$ cat config.mk
export PLATFORM = sky130hd
export DESIGN_NAME = fetch_unit
export DESIGN_NICKNAME = d
export VERILOG_FILES = /design/src/rtl/fetch_unit.sv
export SDC_FILE = /design/constraint.sdc
export NUM_CORES = 1
export LEC_CHECK = 0
export ABC_AREA = 1
export ABC_CLOCK_PERIOD_IN_PS = 3300
export CAP_MARGIN = 20
export CORE_ASPECT_RATIO = 0.8
export CORE_UTILIZATION = 50
export CTS_CLUSTER_SIZE = 24
export DETAILED_ROUTE_END_ITERATION = 8
export HOLD_SLACK_MARGIN = 0.06
export PLACE_DENSITY_LB_ADDON = 0.1
export RECOVER_POWER = 50
export SLEW_MARGIN = 5
export SYNTH_ARGS = -nofsm -noshare
export SYNTH_HDL_FRONTEND = slang
export SYNTH_SLANG_ARGS = --single-unit
$ cat constraint.sdc
create_clock -name clk -period 3.3 [get_ports clk]
set_input_delay 0.66 -clock clk [delete_from_list [all_inputs] [get_ports clk]]
set_output_delay 0.66 -clock clk [all_outputs]
set_load 0.05 [all_outputs]
$ cat src/rtl/fetch_unit.sv
// Instruction-fetch stage: owns the PC, drives the program ROM address and
// buffers up to two {instruction, PC} pairs toward decode (valid/ready).
// Optional macro FETCH_BOUNDS_CHECK_EN: a fetch beyond MEMORY_DEPTH words
// from RESET_PC pushes a NOP and flags it on Fetch_Fault_o.
module fetch_unit #(
   parameter int unsigned           DATA_WIDTH   = 32,
   parameter logic [DATA_WIDTH-1:0] RESET_PC     = DATA_WIDTH'(32'h0040_0000),
   parameter int unsigned           MEMORY_DEPTH = 32
) (
   input  logic                  clk,
   input  logic                  reset,
   output logic [DATA_WIDTH-1:0] Address_o,
   input  logic [DATA_WIDTH-1:0] Instruction_i,
   input  logic                  Redirect_i,
   input  logic [DATA_WIDTH-1:0] Target_i,
   input  logic                  Halt_i,
   output logic [DATA_WIDTH-1:0] Instruction_o,
   output logic [DATA_WIDTH-1:0] PC_o,
   output logic [DATA_WIDTH-1:0] PC_Plus_4_o,
   output logic                  Valid_o,
   input  logic                  Ready_i,
   output logic                  Misaligned_o
`ifdef FETCH_BOUNDS_CHECK_EN
   ,output logic                 Fetch_Fault_o
`endif
);

   localparam int unsigned CNT_W = 2;

   typedef enum logic [1:0] {S_START, S_FETCH, S_HALT} state_t;

   typedef struct packed {
`ifdef FETCH_BOUNDS_CHECK_EN
      logic                  fault;
`endif
      logic [DATA_WIDTH-1:0] pc;
      logic [DATA_WIDTH-1:0] instr;
   } entry_t;

   state_t                state_q, state_d;
   logic [DATA_WIDTH-1:0] pc_q, pc_d;
   logic [CNT_W-1:0]      cnt_q, cnt_d;
   entry_t                e0_q, e0_d, e1_q, e1_d;
   entry_t                new_e;
   logic                  push, pop, mis_d;

   assign Address_o     = pc_q;
   assign Instruction_o = e0_q.instr;
   assign PC_o          = e0_q.pc;

   // Next-state, PC and fetch-buffer update; redirect overrides push and pop
   always_comb begin
      state_d   = state_q;
      pc_d      = pc_q;
      cnt_d     = cnt_q;
      e0_d      = e0_q;
      e1_d      = e1_q;
      mis_d     = 1'b0;
      push      = 1'b0;
      pop       = (cnt_q != CNT_W'(0)) && Ready_i;
      new_e     = '0;
      new_e.pc    = pc_q;
      new_e.instr = Instruction_i;
`ifdef FETCH_BOUNDS_CHECK_EN
      // Word index relative to the text base; below-base PCs wrap to huge values
      if (((pc_q - RESET_PC) >> 2) >= DATA_WIDTH'(MEMORY_DEPTH)) begin
         new_e.instr = DATA_WIDTH'(32'h0000_0013);
         new_e.fault = 1'b1;
      end
`endif

      case (state_q)
         S_START: state_d = Halt_i ? S_HALT : S_FETCH;
         S_FETCH: if (Halt_i && !Redirect_i) state_d = S_HALT;
         S_HALT:  if (!Halt_i) state_d = S_FETCH;
         default: state_d = S_START;
      endcase

      if (Redirect_i) begin
         cnt_d = '0;
         pc_d  = {Target_i[DATA_WIDTH-1:2], 2'b00};
         mis_d = (Target_i[1:0] != 2'b00);
      end else begin
         push = (state_q == S_FETCH) && ((cnt_q != CNT_W'(2)) || pop);
         if (push) pc_d = pc_q + DATA_WIDTH'(4);
         case ({push, pop})
            2'b10: begin
               if (cnt_q == CNT_W'(0)) e0_d = new_e;
               else                    e1_d = new_e;
               cnt_d = cnt_q + CNT_W'(1);
            end
            2'b01: begin
               if (cnt_q == CNT_W'(2)) e0_d = e1_q;
               cnt_d = cnt_q - CNT_W'(1);
            end
            2'b11: begin
               if (cnt_q == CNT_W'(1)) begin
                  e0_d = new_e;
               end else begin
                  e0_d = e1_q;
                  e1_d = new_e;
               end
            end
            default: ;
         endcase
      end
   end

   // State, PC, buffer and registered outputs
   always_ff @(posedge clk) begin
      if (!reset) begin
         state_q      <= S_START;
         pc_q         <= RESET_PC;
         cnt_q        <= '0;
         e0_q         <= '0;
         e1_q         <= '0;
         Valid_o      <= 1'b0;
         PC_Plus_4_o  <= DATA_WIDTH'(4);
         Misaligned_o <= 1'b0;
`ifdef FETCH_BOUNDS_CHECK_EN
         Fetch_Fault_o <= 1'b0;
`endif
      end else begin
         state_q      <= state_d;
         pc_q         <= pc_d;
         cnt_q        <= cnt_d;
         e0_q         <= e0_d;
         e1_q         <= e1_d;
         Valid_o      <= (cnt_d != CNT_W'(0));
         PC_Plus_4_o  <= e0_d.pc + DATA_WIDTH'(4);
         Misaligned_o <= mis_d;
`ifdef FETCH_BOUNDS_CHECK_EN
         Fetch_Fault_o <= (cnt_d != CNT_W'(0)) && e0_d.fault;
`endif
      end
   end

endmodule

# After elaboration in Yosys (flattened, before gate mapping)
# Cells that the tools add are included.
[totals]
register_bits = 198
in_bits = 69
output_inout_bits = 130
word_cells = 65
[op_classes]
add_sub_neg = 4
n_eq_ne = 14
muxes = 16
n_bitwise = 2
n_reduce_logical = 18
[ops]
columns = ["op", "count"]
rows = [
  ["2-to-1 mux 64 bit", 6],
  ["one-hot mux 64 bit (3 select lines)", 1],
  ["one-hot mux 64 bit (2 select lines)", 1],
  ["adder 32 x 3 -> 32 bit, second input constant", 2],
  ["2-to-1 mux 32 bit", 2],
  ["inequality test 2 bit, second input constant", 7],
  ["nonzero test 2 bit", 5],
  ["== test 2 bit, second input constant", 4],
  ["2-to-1 mux 2 bit", 4],
  ["AND reduction 4 bit", 2],
  ["== test 2 x 1 -> 1 bit, second input constant", 3],
  ["one-hot mux 2 bit (3 select lines)", 1],
  ["logical NOT 2 bit", 2],
  ["one-hot mux 2 bit (2 select lines)", 1],
  ["AND reduction 2 bit", 2],
  ["logical AND 1 bit", 3],
  ["nonzero test 3 bit", 1],
  ["adder 2 x 1 -> 2 bit, second input constant", 1],
  ["NOT 1 bit", 2],
  ["OR reduction 2 bit", 1],
  ["subtractor 2 x 1 -> 2 bit, second input constant", 1],
  ["logical NOT 1 bit", 1],
  ["logical OR 1 bit", 1],
]

# Depth between registers and ports, before layout
# Gate-level depths: netlist (run 1).
[depth]
ltp_word = 8
depth_mapped = 19
mapped_depth_nobuf = 18

# Worst setup path after synthesis (run 1)
# No wires, ideal clock.
[synth_timing]
path_kind = "flip-flop to flip-flop"
startpoint = "register cnt_q[0]"
endpoint = "register PC_Plus_4_o[12]"
setup_time_ps = 115
t_arrival_ps = 2306
required_time_ps = 3185
setup_slack_ps = 878
stages_incl_launch_ff = 18
path_buffers = 2
period_less_slack_ps = 2422
path_cell_list = "dfxtp_1 > inv_1 > ha_1 > buf_6 > clkinv_4 > nand3_4 > a21oi_4 > buf_6 > nor2_1 > nor2_4 > ha_1 > nand2_1 > nor2_4 > nand3_2 > nor2_1 > o21ai_0 > o21ai_0 > inv_1"
[synth_rtl]
columns = ["item", "line", "rtl"]
rows = [
  ["start: declaration", "42", "logic [CNT_W-1:0] cnt_q, cnt_d;"],
  ["start signal: assignment", "126", "cnt_q <= cnt_d;"],
  ["end signal: assignment", "130", "PC_Plus_4_o <= e0_d.pc + DATA_WIDTH'(4);"],
  ["end: declaration", "19", "output logic [DATA_WIDTH-1:0] PC_Plus_4_o,"],
]

# Final worst setup path (run 1)
[layout_timing]
startpoint = "register cnt_q[0]"
endpoint = "register PC_Plus_4_o[21]"
[layout_via]
elab_chain_cells = 8
elab_cells_between_ends = 17
classes_between = "add/sub: 1; eq/ne: 6; mux: 5; reduce/logical: 5"
[layout_lines]
columns = ["item", "line", "rtl"]
rows = [
  ["nonzero test 2 bit", "60", "pop = (cnt_q != CNT_W'(0)) && Ready_i;"],
  ["logical AND 1 bit", "60", ""],
  ["logical OR 1 bit", "84", "push = (state_q == S_FETCH) && ((cnt_q != CNT_W'(2)) || pop);"],
  ["logical AND 1 bit", "84", ""],
  ["== test 2 bit or == test 2 x 1 -> 1 bit (tied branches)", "86", "case ({push, pop})"],
  ["one-hot mux 64 bit (3 select lines) (*)", "86", ""],
  ["2-to-1 mux 64 bit (*)", "79", "if (Redirect_i) begin"],
  ["adder 32 x 3 -> 32 bit (*)", "130", ""],
]
# Every way passes the cells marked *; elsewhere a longest branch is shown, timed or not. The select of a mux whose other input is x is not followed.
# A chain may end at the register's enable or synchronous reset.

==> results.json, run 1 <==
{
  "overflow": 0,
  "antenna_found_initial": 0,
  "hold_viol": 0,
  "cp_slowest_cell": "ha_1",
  "min_period_over_period": 0.898,
  "diodes": 0,
  "rsz0062_at_grt": "no",
  "mostFrequentLayoutCell": "nand2_1",
  "wirelength_um": 26200,
  "status": "finished clean",
  "r2r_slack_ns": 0.34,
  "cts-hold-fix-buffers": 0,
  "fp.dieH_um": 123,
  "track_usage": 0.279,
  "totalNegativeSetupSlack_ns": 0,
  "synthDistinctLibCells": 43,
  "timing.rr.end": "PC_Plus_4_o[21]",
  "maxCapViolCount": 0,
  "ys_ff_latch": 192,
  "p_int_mw": 3.79,
  "area_growth_pct": 28.0,
  "boundaryPins": 199,
  "cts_buffers": 17,
  "cts_root_buf": "clkbuf_16",
  "syn_area_per_cell_um2": 6.90,
  "arrival_ns": 3.31,
  "r2r_cells": 16,
  "die_x_um": 154,
  "coreArea_um2": 17600,
  "vias": 9154,
  "fillers": 1545,
  "min_from": "PC_Plus_4_o[1]",
  "post-dp-hpwl_um": 18600,
  "htreeDepth": 4,
  "netlist_area_um2": 9190,
  "cp_data_required_time_ns": 3.65,
  "fmax_mhz": 338,
  "mostFrequentLayoutCells": "nand2_1 (332), nor2_1 (198), dfxtp_1 (192), o21ai_0 (143), a21oi_1 (112)",
  "grt_max_degree": 125,
  "clock_skew_ns": 0.0120,
  "core.rowCount": 43,
  "start_util": 0.521,
  "port_buffers": 196,
  "hold_path_class": "flip-flop to flip-flop",
  "synth_ff_type": "dfxtp_1",
  "yosysTopAreaCell": "dfxtp_1",
  "combinationalPowerShare": 0.168,
  "max_stage_delay_ns": 0.37,
  "synthArstFlopShare": 0,
  "power_density_nw_per_um2": 466,
  "finalNetCount": 1560,
  "grt_pass1_vias": 7993,
  "via_per_inst": 5.31,
  "r2r_start": "cnt_q[0]",
  "power_switching_share": 0.310,
  "worst_setup_path_end_kind": "flip-flop",
  "tightest_slew_ns": 0.874,
  "drive_gt1_frac": 0.0687,
  "setup_viol": 0,
  "clkLatencyLatePin_ns": 0.45,
  "report.final.slew_viol_count": 0,
  "die_area_um2": 18900,
  "hold_path_depth": 2,
  "grt_pass1_wl_um": 41700,
  "drt_pass1_iterations": 5,
  "yosys.area.top_type_share": 0.418,
  "cts_max_path_buffers": 2,
  "start_kind": "flip-flop",
  "cts.sinks": 192,
  "gp_congestion": 0.949,
  "path_max_fanout": 25,
  "cts_tree": "done",
  "clockPowerShare": 0.369,
  "seqPwrFrac": 0.463,
  "hold_path_end": "PC_Plus_4_o[1]",
  "post-route-min-period_ns": 2.96,
  "path_class": "flip-flop to flip-flop",
  "critical_path_buf_inv_count": 2,
  "remaining_drc_errors": 0,
  "path_clk_slew_ns": 0.07,
  "final_antenna_net_count": 0,
  "fin_ws_ns": 0.338,
  "cp_common_cell": "nand2_1",
  "dp_slack_ns": 0.0697,
  "synth_area_leaders": "dfxtp_1 (42%), nand2_1 (13%), nor2_1 (8.1%), o21ai_0 (7.8%), a21oi_1 (6.0%)",
  "cts_resized": 0,
  "crit_chain": "inv_1 -> ha_1 -> nor2_4 -> nand3b_1 -> nand2_2 -> buf_4 -> nand2_1 -> nand2_1 -> nand2_1 -> nand2_1 -> nand2_1 -> nor2_2 -> nand3_2 -> nor2_1 -> a21oi_1 -> nor2_1",
  "wl_per_cell_um": 15.2,
  "synth-edff-count": 0,
  "yosysSeqAreaShare": 0.418,
  "power.leakage_nw": 4.86,
  "path_delay_family": "simple AND/OR/NAND/NOR gates",
  "post_cts_buffers": 0,
  "drt_first_iter_violations": 709,
  "syn_inst": 1332,
  "slew_headroom": 0.417,
  "ir_worst_vdd_mv": 0.340,
  "synth_warnings": 0,
  "switchingPower_mw": 1.70
}
==> worst reg2reg max path, cell delays in order (launching register included) <==
cell	delay, ns
dfxtp_1	0.36
inv_1	0.09
ha_1	0.37
nor2_4	0.25
nand3b_1	0.13
nand2_2	0.08
buf_4	0.25
nand2_1	0.09
nand2_1	0.08
nand2_1	0.06
nand2_1	0.17
nand2_1	0.13
nor2_2	0.16
nand3_2	0.20
nor2_1	0.19
a21oi_1	0.09
nor2_1	0.17
==> power by group through the flow <==
stage	Sequential (mW)	Clock (mW)	Combinational, mW
after floorplan	2.79	0	0.391
after global placement	2.59	0	0.925
after detailed placement	2.59	0	0.932
after CTS	2.54	2.04	0.937
after global routing	2.55	2.15	0.994
final	2.54	2.02	0.920
==> state kept, by name, summed over array words and instances, names as in the netlist <==
signal and count:
cnt_q 2, Instruction_o 32, e1_q 62, Address_o 30, PC_Plus_4_o 32, PC_o 30
Misaligned_o 1, Valid_o 1, state_q 2
==> cell usage after synthesis (all sizes together) (2+ instances only) <==
library cell,instances
a211oi,4
a21oi,113
a22oi,32
a31oi,3
buf,22
clkbuf,58
clkinv,3
dfxtp,192
ha,5
inv,90
nand2,341
nand3,45
nand3b,2
nand4,10
nor2,222
nor3,15
o211ai,7
o21ai,143
o221ai,4
or2,5
xor2,9
==> per-stage QoR <==
stage / cells / total power, mW / utilization / area, um2 / hold slack (ns)
after floorplan: 1333 / 3.18 / - / 9190 / 0.424
after detailed placement: 1692 / 3.52 / 0.636 / 11200 / 0.442
after CTS: 1724 / 5.52 / 0.669 / 11800 / 0.455
after global routing: 1724 / 5.70 / 0.667 / 11800 / 0.478
final: 1724 / 5.48 / 0.667 / 11800 / 0.446
after global placement: 1692 / 3.51 / 0.636 / 11200 / 0.434
==> worst max path at each step <==
stage	endpoint	from	cells after the start	slack [ns]
3_5_place_dp	PC_Plus_4_o[21]	Ready_i	17	0.07
6_report	PC_Plus_4_o[21]	cnt_q[0]	16	0.34
4_1_cts	PC_Plus_4_o[21]	cnt_q[0]	15	0.42
2_1_floorplan	PC_Plus_4_o[12]	cnt_q[0]	17	0.88
5_1_grt	e1_q[59]	Redirect_i	9	0.10
3_3_place_gp	PC_Plus_4_o[21]	Ready_i	16	0.12
==> routing by layer <==
layer,wire [um],global-route usage,vias up,share of wire
met5,0,0,-,0
met4,357,0.0869,0,0.014
li1,-,-,4648,-
met1,13200,0.429,4115,0.51
met2,10300,0.378,363,0.39
met3,2280,0.0627,28,0.087
==> cell type report <==
type                       instances  area, um2  share of cell area
clock buffer                      19        453              0.0385
clock inverter                    13        119              0.0101
inverter                          93        359              0.0305
multi-input combinational        968       4590               0.390
sequential                       192       3840               0.327
tap                              225        282              0.0239
timing repair buffer             214       2120               0.180
==> kinds of logic after synthesis <==
family                     synth area share
xor gates and xnor gates            0.00953
DFF                                   0.418
and+or+nand+nor                       0.298
buffers and inverters                0.0814
AOI/OAI and AO/OA                     0.186
adders and majority gates           0.00681
other                              0.000408
Power figures use the tool's default switching activity.
==> run 2: changes to the inputs <==
--- a/config.mk
+++ b/config.mk
@@ -9,7 +9,7 @@
 export ABC_CLOCK_PERIOD_IN_PS = 3300
 export CAP_MARGIN = 20
 export CORE_ASPECT_RATIO = 0.8
-export CORE_UTILIZATION = 50
+export CORE_UTILIZATION = 45
 export CTS_CLUSTER_SIZE = 24
 export DETAILED_ROUTE_END_ITERATION = 8
 export HOLD_SLACK_MARGIN = 0.06
==> run 2 against run 1 <==
Via count barely moved. Flip-flop and latch count did not move. Fmax fell by 3.6%. Sequential share of layout area fell by 0.094 points. Critical path depth did not move. Sequential power barely moved. Final area rose by 0.29%. Hold slack barely moved. Routed wire length rose by 4.2%. Highest routed layer unchanged.
==> results.json, run 2 (synthesis results as in run 1) <==
{
  "totalNegativeSetupSlack_ns": 0,
  "path_max_fanout": 25,
  "wirelength_um": 27300,
  "remaining_drc_errors": 0,
  "cts_root_buf": "clkbuf_16",
  "via_per_inst": 5.20,
  "fmax_mhz": 326,
  "wl_met2_um": 10700,
  "ff_latch_area_um2": 3840,
  "hold_path_end": "PC_Plus_4_o[0]",
  "power.leakage_nw": 4.83,
  "vias": 9163,
  "clock_skew_ns": 0.0122,
  "r2r_start": "cnt_q[0]",
  "mostFrequentLayoutCells": "nand2_1 (331), nor2_1 (198), dfxtp_1 (192), o21ai_0 (143), a21oi_1 (111)",
  "slew_headroom": 0.461,
  "coreArea_um2": 19900,
  "r2r_slack_ns": 0.23,
  "boundaryPins": 199,
  "port_buffers": 196,
  "cts_resized": 0,
  "cp_data_required_time_ns": 3.64,
  "min_from": "PC_Plus_4_o[0]",
  "power_mw": 5.48,
  "overflow": 0,
  "mostFrequentLayoutCell": "nand2_1",
  "cts_max_path_buffers": 2,
  "fp.dieH_um": 130,
  "r2r_cells": 16,
  "core.rowCount": 46,
  "post-dp-hpwl_um": 19300,
  "placed_area_um2": 11300,
  "worst_setup_path_end_kind": "flip-flop",
  "met1_length_um": 14300,
  "report.final.slew_viol_count": 0,
  "antenna_found_initial": 0,
  "setup_viol": 0,
  "diodes": 0,
  "arrival_ns": 3.41,
  "wl_per_cell_um": 15.5,
  "die_area_um2": 21000,
  "fillers": 1975,
  "post_cts_buffers": 0,
  "path_class": "flip-flop to flip-flop",
  "start_util": 0.461,
  "tightest_slew_ns": 0.808,
  "die_x_um": 162,
  "cts_tree": "done",
  "area_growth_pct": 28.4,
  "post-route-min-period_ns": 3.07,
  "gp_congestion": 0.894,
  "grt_max_degree": 125,
  "finalNetCount": 1558,
  "multi_input_area_um2": 4590,
  "grt_pass1_wl_um": 43200,
  "path_clk_slew_ns": 0.07,
  "dr_wl_met3_um": 2160,
  "hold_viol": 0,
  "hold_path_class": "flip-flop to flip-flop",
  "drt_pass1_iterations": 5,
  "timing.rr.end": "PC_Plus_4_o[23]",
  "track_usage": 0.260,
  "min_period_over_period": 0.931,
  "cts_buffers": 17,
  "ir_worst_vdd_mv": 0.342,
  "max_flop_register": "e1_q",
  "largest_reg_flops": 62,
  "cts-hold-fix-buffers": 0,
  "fin_area_um2": 11800,
  "htreeDepth": 4,
  "rsz0062_at_grt": "no",
  "clkLatencyLatePin_ns": 0.44,
  "status": "finished clean",
  "grt_pass1_vias": 8028,
  "drt_first_iter_violations": 713,
  "start_kind": "flip-flop",
  "cts.sinks": 192,
  "hold_path_depth": 2,
  "power_density_nw_per_um2": 464,
  "final_antenna_net_count": 0,
  "drive_gt1_frac": 0.0675,
  "top_layer_used": "met4",
  "maxCapViolCount": 0
}
-- run 2: cell types whose count changed in the layout (fill, tap and decap cells not counted), sizes merged --
| cell | previous run | this run |
|---|---|---|
| clkbuf | 21 | 22 |
| clkinvlp | 2 | 5 |
| buf | 17 | 14 |
| inv | 97 | 95 |
| clkinv | 7 | 5 |
| bufinv | 0 | 1 |
-- run 2: cell type report --
type	instances	share of cell area
clock inverter	13	0.0107
clock buffer	19	0.0367
timing repair buffer	212	0.180
sequential	192	0.326
multi-input combinational	968	0.389
inverter	93	0.0301
tap	264	0.0280
-- run 2: worst max path at each step --
stage	to	start	depth (start not counted)	slack [ns]
3_5_place_dp	PC_Plus_4_o[23]	Ready_i	16	-0.03
5_1_grt	PC_Plus_4_o[23]	cnt_q[0]	14	0.02
2_1_floorplan	PC_Plus_4_o[12]	cnt_q[0]	17	0.88
6_report	PC_Plus_4_o[23]	cnt_q[0]	16	0.23
4_1_cts	PC_Plus_4_o[23]	cnt_q[0]	16	0.28
3_3_place_gp	PC_Plus_4_o[23]	Ready_i	16	-0.12
-- run 2: where the power goes --
group | internal [mW] | total, mW | switching, mW | leakage (nW)
clock network | 1.06 | 2.02 | 0.960 | 0.262
registers | 2.43 | 2.54 | 0.112 | 1.56
logic | 0.317 | 0.920 | 0.603 | 3.00
-- run 2: through the flow --
step / std cells / hold slack (ns) / utilization / setup WS, ns
after global placement: 1729 / 0.434 / 0.567 / -0.121
after floorplan: 1333 / 0.424 / - / 0.878
final: 1761 / 0.447 / 0.592 / 0.228
after CTS: 1761 / 0.451 / 0.595 / 0.283
after global routing: 1761 / 0.480 / 0.592 / 0.0190
after detailed placement: 1729 / 0.441 / 0.567 / -0.0334
-- run 2: critical path, cell delays in order, from the launching register on --
cell and delay (ns):
dfxtp_1 0.37, inv_1 0.09, ha_1 0.36, clkinvlp_2 0.22
nand2_4 0.10, nor2_2 0.23, nand2_1 0.15, nand3_4 0.13
buf_12 0.18, nand2_1 0.11, nand2_2 0.14, nand2_1 0.09
nor2_1 0.16, nand2_1 0.16, nor2_2 0.20, a21oi_1 0.08
nor2_1 0.18
-- run 2: metal layers --
layer  global-route usage  vias to the layer above
li1                     -                     4648
met1                0.418                     4147
met2                0.349                      352
met3               0.0458                       16
met4               0.0577                        0
met5                    0                        -
==> run 3: changes to the inputs <==
--- a/config.mk
+++ b/config.mk
@@ -8,8 +8,10 @@
 export ABC_AREA = 1
 export ABC_CLOCK_PERIOD_IN_PS = 3300
 export CAP_MARGIN = 20
+export CELL_PAD_IN_SITES_DETAIL_PLACEMENT = 0
+export CELL_PAD_IN_SITES_GLOBAL_PLACEMENT = 1
 export CORE_ASPECT_RATIO = 0.8
-export CORE_UTILIZATION = 45
+export CORE_UTILIZATION = 36
 export CTS_CLUSTER_SIZE = 24
 export DETAILED_ROUTE_END_ITERATION = 8
 export HOLD_SLACK_MARGIN = 0.06
==> run 3 against run 2 <==
Setup slack improved by 0.15 ns. Clock power barely moved. Global-route usage fell by 3.9 points. Largest power group unchanged.
==> results.json, run 3 (synthesis results as in run 1) <==
{
  "worst_setup_path_end_kind": "flip-flop",
  "core.rowCount": 51,
  "status": "finished clean",
  "cts.sinks": 192,
  "hold_viol": 0,
  "path_clk_slew_ns": 0.08,
  "mostFrequentLayoutCell": "nand2_1",
  "boundaryPins": 199,
  "port_buffers": 196,
  "clock_skew_ns": 0.0184,
  "power_density_nw_per_um2": 462,
  "grt_max_degree": 67,
  "mostFrequentLayoutCells": "nand2_1 (332), nor2_1 (198), dfxtp_1 (192), o21ai_0 (143), a21oi_1 (112)",
  "post-dp-hpwl_um": 20600,
  "max_flop_register": "e1_q",
  "diodes": 0,
  "r2r_slack_ns": 0.38,
  "via_per_inst": 4.90,
  "start_kind": "flip-flop",
  "path_class": "flip-flop to flip-flop",
  "cts_tree": "done",
  "cts_buffers": 17,
  "arrival_ns": 3.25,
  "final_antenna_net_count": 0,
  "critical_path_buf_inv_count": 3,
  "area_growth_pct": 29.6,
  "maxCapViolCount": 0,
  "remaining_drc_errors": 0,
  "coreArea_um2": 24700,
  "max_stage_delay_ns": 0.36,
  "fin_area_um2": 11900,
  "fmax_mhz": 342,
  "wirelength_um": 28600,
  "die_x_um": 181,
  "cts_root_buf": "clkbuf_16",
  "report.final.slew_viol_count": 0,
  "setup_viol": 0,
  "ir_worst_vdd_mv": 0.398,
  "track_usage": 0.221,
  "power.leakage_nw": 4.87,
  "drive_gt1_frac": 0.0699,
  "grt_pass1_vias": 8276,
  "post-route-min-period_ns": 2.92,
  "fillers": 2588,
  "totalNegativeSetupSlack_ns": 0,
  "fp.dieH_um": 145,
  "tightest_slew_ns": 1.05,
  "hold_path_class": "flip-flop to flip-flop",
  "finalNetCount": 1564,
  "cp_data_required_time_ns": 3.63,
  "clkLatencyLatePin_ns": 0.44,
  "start_util": 0.372,
  "crit_chain": "inv_1 -> ha_1 -> clkinv_4 -> nand3_4 -> nor2_4 -> nand2_1 -> nand3_1 -> buf_12 -> nand2_1 -> nand2_1 -> nand2_1 -> nor2_2 -> nand3_2 -> nor2_1 -> nand3_1 -> nand2_1 -> nor2_1",
  "min_period_over_period": 0.885,
  "cp_slowest_cell": "dfxtp_1",
  "path_delay_family": "simple AND/OR/NAND/NOR gates",
  "largest_reg_flops": 62,
  "wl_per_cell_um": 15.7,
  "overflow": 0,
  "cts_max_path_buffers": 2,
  "vias": 8931,
  "path_max_fanout": 25,
  "slew_headroom": 0.303,
  "grt_pass1_wl_um": 46300,
  "die_area_um2": 26200,
  "antenna_found_initial": 0,
  "rsz0062_at_grt": "no",
  "placed_area_um2": 11400,
  "cp_common_cell": "nand2_1",
  "hold_slack_ns": 0.449,
  "gp_congestion": 0.882,
  "htreeDepth": 4,
  "drt_first_iter_violations": 623,
  "drt_pass1_iterations": 5
}
-- run 3: changes by cell type in the layout (fill, tap and decap cells not counted), moves of 3 or more --
cell	delta
inv_8	+3
clkinv_8	+3
buf_4	+6
clkinvlp_4	-3
dlygate4sd3_1	-4
clkdlybuf4s50_1	+4
-- run 3: per-stage QoR --
stage | setup WS [ns] | util | instances | total power, mW
after CTS | 0.415 | 0.484 | 1821 | 5.59
after global placement | 0.128 | 0.461 | 1789 | 3.54
after floorplan | 0.878 | - | 1333 | 3.18
after detailed placement | 0.0675 | 0.461 | 1789 | 3.54
final | 0.379 | 0.482 | 1821 | 5.51
after global routing | 0.0794 | 0.482 | 1821 | 5.76
-- run 3: final timing paths --
path,startpoint,to,depth (start not counted)
max,cnt_q[0],PC_Plus_4_o[21],17
min,e1_q[63],e1_q[63],2
max reg2reg,cnt_q[0],PC_Plus_4_o[21],17
min reg2reg,e1_q[63],e1_q[63],2
-- run 3: cell type report --
class,count,area (um2),share of cell area
clock inverter,15,149,0.0125
clock buffer,17,425,0.0357
multi-input combinational,968,4570,0.383
inverter,93,359,0.0302
timing repair buffer,218,2170,0.182
sequential,192,3840,0.323
tap,318,398,0.0334
-- run 3: per-layer routing --
layer	GRT usage	up-vias	routed length [um]
li1	-	4653	-
met5	0	-	0
met3	0.0344	13	1510
met4	0.0423	0	186
met2	0.299	238	11200
met1	0.358	4027	15700
-- run 3: worst reg2reg max path: stages, from the launching register on --
cell and delay, ns:
dfxtp_1 0.36, inv_1 0.08, ha_1 0.35, clkinv_4 0.14
nand3_4 0.11, nor2_4 0.18, nand2_1 0.08, nand3_1 0.18
buf_12 0.20, nand2_1 0.07, nand2_1 0.14, nand2_1 0.11
nor2_2 0.15, nand3_2 0.21, nor2_1 0.24, nand3_1 0.10
nand2_1 0.07, nor2_1 0.05
-- run 3: power by group --
group          switching, mW  internal (mW)  leakage, nW
sequential             0.108           2.43         1.56
combinational          0.611          0.322         3.02
clock                   1.03           1.01        0.282
-- run 3: what timing repair did --
action,in CTS,in global routing
setup endpoints to repair,0,1
gates resized for setup,0,1
hold buffers,0,0
buffers inserted,0,0
==> edit, RTL diff (flow settings as in run 2) <==
Add a define of `FETCH_BOUNDS_CHECK_EN`.
--- a/src/rtl/fetch_unit.sv
+++ b/src/rtl/fetch_unit.sv
@@ -3,4 +3,6 @@
 // Optional macro FETCH_BOUNDS_CHECK_EN: a fetch beyond MEMORY_DEPTH words
 // from RESET_PC pushes a NOP and flags it on Fetch_Fault_o.
+`define FETCH_BOUNDS_CHECK_EN
+
 module fetch_unit #(
    parameter int unsigned           DATA_WIDTH   = 32,
Formal check against the unedited RTL (old outputs only; new: Fetch_Fault_o): not equivalent (Yosys sat finds a counterexample within 4 cycles, from zero or initial values and one cycle with reset low).
==> edit against run 2 <==
Sequential cell count rose by 3. Area after synthesis rose by 12%. First-iteration DRC count rose by 11%. Wire length rose by 12%. Clock skew rose by 0.0035 ns. Sequential power rose by 2%. Final cell count rose by 9.7%. Worst setup slack improved by 0.069 ns. Total power rose by 3.1%. Hold slack got worse by 0.0064 ns. Combinational power rose by 8.3%. Cell area rose by 5.6%. Synthesized cell count rose by 15%. Critical endpoint is now PC_Plus_4_o[26]. Highest routed layer unchanged.
==> edit: results (changes against run 2) <==
[status]
status = finished clean

[layout]
drive_gt1_share_pct = 6.77  ; +0.018 points
finalNonFillerCells = 1932  ; +9.7%

[detailed_routing]
met2RoutedLength_um = 12300  ; +15%
wl_met3_um = 2130  ; -1.5%
drt-initial-drc-count = 789  ; +11%
wl_met1_um = 16000  ; +12%

[logic_synthesis]
yosysSeqAreaShare_pct = 37.9  ; -3.9 points
synth_cell_types = 40  ; -7.0%
netlist_top_cells_area = dfxtp_1 (38%), nand2_1 (14%), buf_4 (7.5%)
syn_inst = 1536  ; +15%

[setup_path]
cp.arrival_ns = 3.29  ; -0.12 ns
timing.critical_path.to = PC_Plus_4_o[26]
critPathMaxFanout = 13  ; -48%
worstRegToRegCells = 17  ; +1
r2r_slack_ns = 0.30  ; +0.07 ns

[global_routing]
grt_pass1_vias = 8632  ; +7.5%
grt_max_degree = 60  ; -52%

[sta]
tightest_slew_ns = 1.14  ; +0.336 ns
skew_ns = 0.0157  ; +0.00347 ns

[placement]
port_buffers = 197  ; +0.51%
placed_area_sq_um = 11900  ; +5.6%
gp_congestion = 0.952  ; +6.4%
dp.cells = 1901  ; +9.9%
place_ws_ns = 0.0141  ; +0.0475 ns

[power_and_ir_drop]
leakagePower_nw = 5.15  ; +6.7%
ir_drop_mv = 0.333  ; -2.5%

[edit: power breakdown]
| group | internal (mW) | leakage, nW | switching, mW |
|---|---|---|---|
| clock network | 1.06 | 0.266 | 1.01 |
| registers | 2.47 | 1.59 | 0.106 |
| logic | 0.334 | 3.29 | 0.662 |
| total | 3.87 | 5.15 | 1.78 |
[edit: cells by family after synthesis]
| family | count (synthesis) | synth area share (%) |
|---|---|---|
| buffers and inverters | 282 | 14.5 |
| adders and majority gates | 6 | 0.729 |
| xor gates and xnor gates | 22 | 1.87 |
| DFF | 195 | 37.9 |
| AOI/OAI and AO/OA | 333 | 16.9 |
| and+or+nand+nor | 697 | 28.1 |
| other | 1 | 0.0364 |
[edit: routing by layer]
metal	global-route usage (%)	up-vias
li1	-	5032
met1	41.5	4414
met2	36.8	365
met3	4.37	18
met4	5.46	0
met5	0	-
[edit: cell type report]
type	count	area [sq um]
fillers	2256	9970
multi-input cells	1060	4900
flip-flops and latches	195	3900
repair buffers	239	2330
clock buffers	17	425
well taps	306	383
inverters	101	379
clock inverters	14	144
[edit: critical path, cell delays in order (launching register included)]
cell      delay [ns]
dfxtp_1         0.36
inv_1           0.08
ha_1            0.22
inv_2           0.17
nand3_4         0.13
nor2_2          0.27
nand2_1         0.11
nand3_2         0.29
clkbuf_1        0.26
nand2_1         0.08
nand2_1         0.14
nand2_1         0.08
nor2_1          0.18
nand2_1         0.10
nor2_1          0.17
nand2_1         0.07
nand2_1         0.06
a21oi_1         0.06
[edit: what timing repair did]
| item | in CTS | in global routing |
|---|---|---|
| hold endpoints to repair | 0 | 0 |
| endpoints found under the setup margin | 0 | 2 |
| resized for setup | 0 | 1 |
